===== src/rtl/fp_mult_seq.sv =====
// fp_mult_seq: multi-cycle multiplier for the 16-bit unsigned distance-path float.
// Format: {exp[4:0], frac[10:0]}, value = 1.frac * 2^(exp-15). exp==0 means zero.
// There are no denormals and no inf/NaN; exp 31 is an ordinary exponent.
// The 12x12 mantissa product is built one shift-add step per cycle. Exactly one
// operation is in flight, and the result appears 13 cycles after the accept edge.
//
// Ports:
//   clk, rst_n          clock and asynchronous active-low reset
//   in_valid/in_ready   operand handshake; a and b are sampled on the accept edge
//   a, b                operands
//   out_valid/out_ready product handshake; prod/ovf/unf are held until it completes
//   prod                product; truncated, saturated to 16'hFFFF, or flushed to 0
//   ovf, unf            saturation / underflow-flush flags, qualified by out_valid
module fp_mult_seq #(
  parameter int unsigned EXP_W  = 5,
  parameter int unsigned FRAC_W = 11,
  parameter int unsigned BIAS   = 15
) (
  input  logic                    clk,
  input  logic                    rst_n,
  input  logic                    in_valid,
  output logic                    in_ready,
  input  logic [EXP_W+FRAC_W-1:0] a,
  input  logic [EXP_W+FRAC_W-1:0] b,
  output logic                    out_valid,
  input  logic                    out_ready,
  output logic [EXP_W+FRAC_W-1:0] prod,
  output logic                    ovf,
  output logic                    unf
);

  localparam int unsigned MantW = FRAC_W + 1;
  localparam int unsigned AccW  = 2 * MantW;
  localparam int unsigned CntW  = $clog2(MantW);
  localparam int unsigned WordW = EXP_W + FRAC_W;
  localparam logic [CntW-1:0] LastCnt = CntW'(MantW - 1);

  typedef enum logic [1:0] {StIdle, StMul, StNorm, StDone} state_e;

  state_e              state_q;
  logic [MantW-1:0]    ma_q, mb_q;
  logic [EXP_W-1:0]    ea_q, eb_q;
  logic                z_q;
  logic [AccW-1:0]     acc_q;
  logic [CntW-1:0]     cnt_q;

  // Normalisation of the finished product.
  logic signed [6:0]   e_sum;
  logic [FRAC_W-1:0]   f_norm;

  always_comb begin
    e_sum  = $signed({2'b00, ea_q}) + $signed({2'b00, eb_q}) - 7'(BIAS);
    f_norm = acc_q[AccW-3 -: FRAC_W];
    // Product of two 1.x mantissas lies in [1,4); a set top bit means >= 2.
    if (acc_q[AccW-1]) begin
      e_sum  = e_sum + 7'sd1;
      f_norm = acc_q[AccW-2 -: FRAC_W];
    end
  end

  always_ff @(posedge clk or negedge rst_n) begin
    if (!rst_n) begin
      state_q   <= StIdle;
      in_ready  <= 1'b1;
      out_valid <= 1'b0;
      prod      <= '0;
      ovf       <= 1'b0;
      unf       <= 1'b0;
      ma_q      <= '0;
      mb_q      <= '0;
      ea_q      <= '0;
      eb_q      <= '0;
      z_q       <= 1'b0;
      acc_q     <= '0;
      cnt_q     <= '0;
    end else begin
      unique case (state_q)
        StIdle: begin
          if (in_valid && in_ready) begin
            ma_q     <= {1'b1, a[FRAC_W-1:0]};
            mb_q     <= {1'b1, b[FRAC_W-1:0]};
            ea_q     <= a[WordW-1:FRAC_W];
            eb_q     <= b[WordW-1:FRAC_W];
            z_q      <= (a[WordW-1:FRAC_W] == '0) || (b[WordW-1:FRAC_W] == '0);
            acc_q    <= '0;
            cnt_q    <= '0;
            in_ready <= 1'b0;
            state_q  <= StMul;
          end
        end
        StMul: begin
          if (mb_q[cnt_q]) begin
            acc_q <= acc_q + ({{(AccW-MantW){1'b0}}, ma_q} << cnt_q);
          end
          if (cnt_q == LastCnt) begin
            state_q <= StNorm;
          end else begin
            cnt_q <= cnt_q + 1'b1;
          end
        end
        StNorm: begin
          // Zero operands still take the full latency so timing never depends on data.
          if (z_q) begin
            prod <= '0;
            ovf  <= 1'b0;
            unf  <= 1'b0;
          end else if (e_sum > 7'sd31) begin
            prod <= '1;
            ovf  <= 1'b1;
            unf  <= 1'b0;
          end else if (e_sum <= 7'sd0) begin
            prod <= '0;
            ovf  <= 1'b0;
            unf  <= 1'b1;
          end else begin
            prod <= {e_sum[EXP_W-1:0], f_norm};
            ovf  <= 1'b0;
            unf  <= 1'b0;
          end
          out_valid <= 1'b1;
          state_q   <= StDone;
        end
        StDone: begin
          if (out_valid && out_ready) begin
            out_valid <= 1'b0;
            in_ready  <= 1'b1;
            state_q   <= StIdle;
          end
        end
        default: state_q <= StIdle;
      endcase
    end
  end

endmodule


===== config.mk =====
export PLATFORM = sky130hd
export DESIGN_NAME = fp_mult_seq
export DESIGN_NICKNAME = d
export VERILOG_FILES = /design/src/rtl/fp_mult_seq.sv
export SDC_FILE = /design/constraint.sdc
export NUM_CORES = 1
export LEC_CHECK = 0
export CORE_MARGIN = 5
export CORE_UTILIZATION = 40
export CTS_CLUSTER_SIZE = 12
export DETAILED_ROUTE_END_ITERATION = 8
export PLACE_DENSITY = 0.66
export RECOVER_POWER = 50
export SLEW_MARGIN = 20
export SYNTH_ARGS = -nofsm -noshare
export SYNTH_HDL_FRONTEND = slang
export SYNTH_SLANG_ARGS = --single-unit

===== constraint.sdc =====
create_clock -name clk -period 4.87 [get_ports clk]
set_input_delay 0.487 -clock clk [delete_from_list [all_inputs] [get_ports clk]]
set_output_delay 0.487 -clock clk [all_outputs]
set_load 0.005 [all_outputs]

==> impl_results.md <==
* Maximum cell stage delay along the critical path at 390 ps
* Chip height at 129 µm
* Top cell type's share of synthesized area at 36.7%
* Shortest period the worst path allows at 3800 ps
* Worst-skew pair later-pin latency at 350 ps
* Iter 0 DRT Violations at 298
* Number of port buffers at 55
* CP Buf/Inv Count at 1
* Multi-input combinational cell area at 3230 µm²
* DIE WIDTH at 129 µm
* Slowest stage cell, crit path: sky130_fd_sc_hd__a41oi_1
* Initial antenna violation count at 0
* Register clock-pin slew on the reported worst setup and hold paths at 60 ps
* Number of remaining DRC errors at 0
* Final cycle utilization of the critical path at 77.9%
* Run status: finished with violations
* Number of global-route vias before repair at 4,687
* Diode count at 0
* Routed wire length at 12,700 µm
* First element of the critical path: cnt_q[0]
* Worst slew slack as a fraction of its limit at -24.2%
* Power Density at 209 nW/µm²
* Routability congestion estimate from global placement at 0.897
* Arrival time reported for the critical path endpoint at 3990 ps
* Clock buffers created by TritonCTS at 9
* Minimum setup slack among reg-to-reg paths at 1070 ps
* Register-to-Register Path Depth at 14
* YS warnings at 0
* DR vias/cell at 5.45
* Achievable clock frequency at 263 MHz
* RSZ-0062 raised after global routing: no
* Slew at the pin closest to its max-slew limit at 1860 ps
* Count of TritonRoute iterations in the first routing pass at 4
* Synthesized net count at 681
* Cell at the root of the clock tree: sky130_fd_sc_hd__clkbuf_16
* Biggest area consumer among synthesized cells: sky130_fd_sc_hd__dfrtp_1
* Final Hold Viols at 0
* Final global-route overflow total at 0
* Placed wire-length estimate at 9630 µm
* Final slew viol count at 39
* Netlist area before placement at 5660 µm²
* Maximum vdd drop at 0.159 mV
* Max Buffers Root-to-Sink at 2
* Worst min-delay path class: in -> async
* Die footprint at 16,600 µm²
* Main area contributors after synthesis: sky130_fd_sc_hd__dfrtp_1 37%, sky130_fd_sc_hd__ha_1 8.4%, sky130_fd_sc_hd__mux2_2 7.6%, sky130_fd_sc_hd__o21ai_0 4.8%, sky130_fd_sc_hd__nand2_1 4.6%
* Net count of the finished layout at 724
* Total vias in the final route at 4,535
* Worst r2r dst: acc_q[21]
* Post-route ant nets at 0
* Launch point of the worst reg-to-reg path: cnt_q[0]
* Count of instances resized after the clock tree is built at 0
* Dominant cell type by count on the critical path: sky130_fd_sc_hd__o21ai_0
* Async S/R FF share, synth at 100%
* Average wire per standard cell at 15.3 µm
* Seq. cell area at 2100 µm²
* Type of the worst setup path: reg -> reg
* Share of cells above drive strength 1 at 11.8%
* Req. time, crit path at 5070 ps
* Number of distinct library cell variants in the gate-level netlist after synthesis at 59
* Top cell types by occurrence after synthesis: 83 x sky130_fd_sc_hd__dfrtp_1, 70 x sky130_fd_sc_hd__nand2_1, 54 x sky130_fd_sc_hd__o21ai_0
* Number of violations of the max-capacitance limit at 1
* Num rows at 43
* Global-route wire length before repair at 22,200 µm
* Count of H-tree levels built during CTS at 3
* Post-synthesis sequential element count at 84
* Area added between synthesis and finish at 17.0%
* Core region area at 13,900 µm²
* Clock tree from TritonCTS: yes
* Number of fill cells at 1,318
* Final TNS setup at 0 ps
* EDFF count, synth at 0
* Number of cells produced by synthesis at 605
* All-layer global routing usage at 16.4%
* Sequence of cells on the critical path: buf_4 > mux2_2 > o21ai_0 > mux2_2 > nor2_1 > ha_1 > a21oi_1 > o211ai_1 > a41oi_1 > a31oi_1 > a211oi_1 > o21ai_0 > xnor2_1 > o21ai_0
* IO Count at 56
* Cell leakage power at 2.97 nW
* Library cell with the highest instance count after synthesis: sky130_fd_sc_hd__dfrtp_1
* Nature of the critical path endpoint: register
* Post-synthesis area per instance at 9.35 µm²
* Count of non-filler cells in the finished layout at 832
* Critical path launch point type: register
* Number of endpoints failing setup at the final stage at 0
* Effective utilization at floorplan at 40.8%
* Largest net degree at the start of global routing at 85
* Kind of cell adding the most delay to the critical path: compound AO/OA/AOI/OAI gates
* Worst clock skew on the final layout at 6.06 ps
* DP Cell Count at 817
* Largest driver fanout on the critical path at 21
* Failing checks: capacitance limit, slew limit
* Clock sinks at 84
* Dominant register cell in the synthesized netlist: sky130_fd_sc_hd__dfrtp_1
* Postcts setup bufs at 0
* Sequential area share after synthesis at 37.2%
* CTS Hold Buffers Added at 0
-- metrics by stage --
step	hold WS [ps]	area [µm²]	setup WS [ps]	total power [mW]	util, %
6_report	183	6620	1070	1.38	47.7
4_1_cts	386	6620	1060	1.40	47.7
5_1_grt	272	6620	732	1.44	47.7
2_1_floorplan	191	5660	1320	0.712	-
3_5_place_dp	486	6340	1110	0.756	45.7
3_3_place_gp	476	6340	1250	0.755	45.7
-- power breakdown --
part | leakage, nW | internal (mW) | switching, mW
registers | 1.15 | 0.698 | 0
clock network | 0.135 | 0.371 | 0.271
logic | 1.68 | 0.0252 | 0.0185
total | 2.97 | 1.09 | 0.289
-- registers in the layout, summed over array words and instances, names as in the netlist, 2 cells and up --
name     flops
acc_q       24
prod        16
ma_q        12
mb_q        11
ea_q         5
eb_q         5
cnt_q        4
state_q      2
-- per-layer routing --
metal  up-vias  wire length, µm  global-route usage, %  part of all wire, %
li1       2245                -                      -                    -
met3        17              614                   4.11                  4.8
met2        99             6180                   27.5                   49
met1      2174             5690                   20.7                   45
met5         -                0                      0                    0
met4         0              246                   5.19                  1.9
-- worst max-delay path by stage --
stage                endpoint  slack [ps]  cells past startpoint
global route        acc_q[18]         730                     13
finish              acc_q[21]        1070                     14
detailed placement  acc_q[21]        1110                     14
CTS                 acc_q[21]        1060                     14
floorplan           acc_q[21]        1320                     15
global placement    acc_q[21]        1250                     14
-- cell families after synthesis --
kind of cell / count (synthesis) / share of synthesized area [%]
flip-flops: 84 / 37.2
AO/OA/AOI/OAI: 160 / 18.8
buffers and inverters: 79 / 5.77
AND/OR/NAND/NOR: 151 / 12.1
XOR/XNOR: 28 / 4.33
adder cells (fa/ha/maj): 40 / 9.11
multiplexers: 63 / 12.6
-- cell usage in the layout, fill, tap and decap left out, types with 6 or more instances in the layout --
| cell type | Yosys | routed |
|---|---|---|
| sky130_fd_sc_hd__xor2_1 | 11 | 11 |
| sky130_fd_sc_hd__ha_1 | 38 | 38 |
| sky130_fd_sc_hd__nand2b_1 | 6 | 6 |
| sky130_fd_sc_hd__nor2b_1 | 6 | 6 |
| sky130_fd_sc_hd__dfrtp_1 | 83 | 83 |
| sky130_fd_sc_hd__nand2_1 | 70 | 70 |
| sky130_fd_sc_hd__o21ai_0 | 54 | 54 |
| sky130_fd_sc_hd__and2_1 | 6 | 6 |
| sky130_fd_sc_hd__a211oi_1 | 7 | 7 |
| sky130_fd_sc_hd__o221ai_2 | 10 | 10 |
| sky130_fd_sc_hd__nor3_1 | 8 | 8 |
| sky130_fd_sc_hd__dlygate4sd3_1 | 0 | 8 |
| sky130_fd_sc_hd__inv_1 | 48 | 48 |
| sky130_fd_sc_hd__a21o_1 | 8 | 8 |
| sky130_fd_sc_hd__a21oi_1 | 33 | 33 |
| sky130_fd_sc_hd__mux2_2 | 38 | 38 |
| sky130_fd_sc_hd__mux2i_1 | 22 | 22 |
| sky130_fd_sc_hd__clkdlybuf4s50_1 | 0 | 46 |
| sky130_fd_sc_hd__nand3_1 | 12 | 11 |
| sky130_fd_sc_hd__clkbuf_16 | 0 | 9 |
| sky130_fd_sc_hd__nor2_1 | 31 | 31 |
| sky130_fd_sc_hd__a31oi_1 | 7 | 7 |
| sky130_fd_sc_hd__xnor2_1 | 17 | 17 |
-- cell type report --
cell class | count | share of cell area [%]
Timing Repair Buffer | 61 | 8.96
Clock buffer | 12 | 3.87
Tap cell | 180 | 3.40
Sequential cell | 84 | 31.8
Inverter | 50 | 2.84
Clock inverter | 3 | 0.321
Multi-Input combinational cell | 442 | 48.8
-- worst reg2reg max path, cell delays in order, from the launching register on --
cell,delay (ps)
sky130_fd_sc_hd__dfrtp_1,320
sky130_fd_sc_hd__buf_4,280
sky130_fd_sc_hd__mux2_2,380
sky130_fd_sc_hd__o21ai_0,250
sky130_fd_sc_hd__mux2_2,220
sky130_fd_sc_hd__nor2_1,40
sky130_fd_sc_hd__ha_1,340
sky130_fd_sc_hd__a21oi_1,280
sky130_fd_sc_hd__o211ai_1,180
sky130_fd_sc_hd__a41oi_1,390
sky130_fd_sc_hd__a31oi_1,200
sky130_fd_sc_hd__a211oi_1,380
sky130_fd_sc_hd__o21ai_0,160
sky130_fd_sc_hd__xnor2_1,150
sky130_fd_sc_hd__o21ai_0,80
Power figures use the tool's default switching activity.
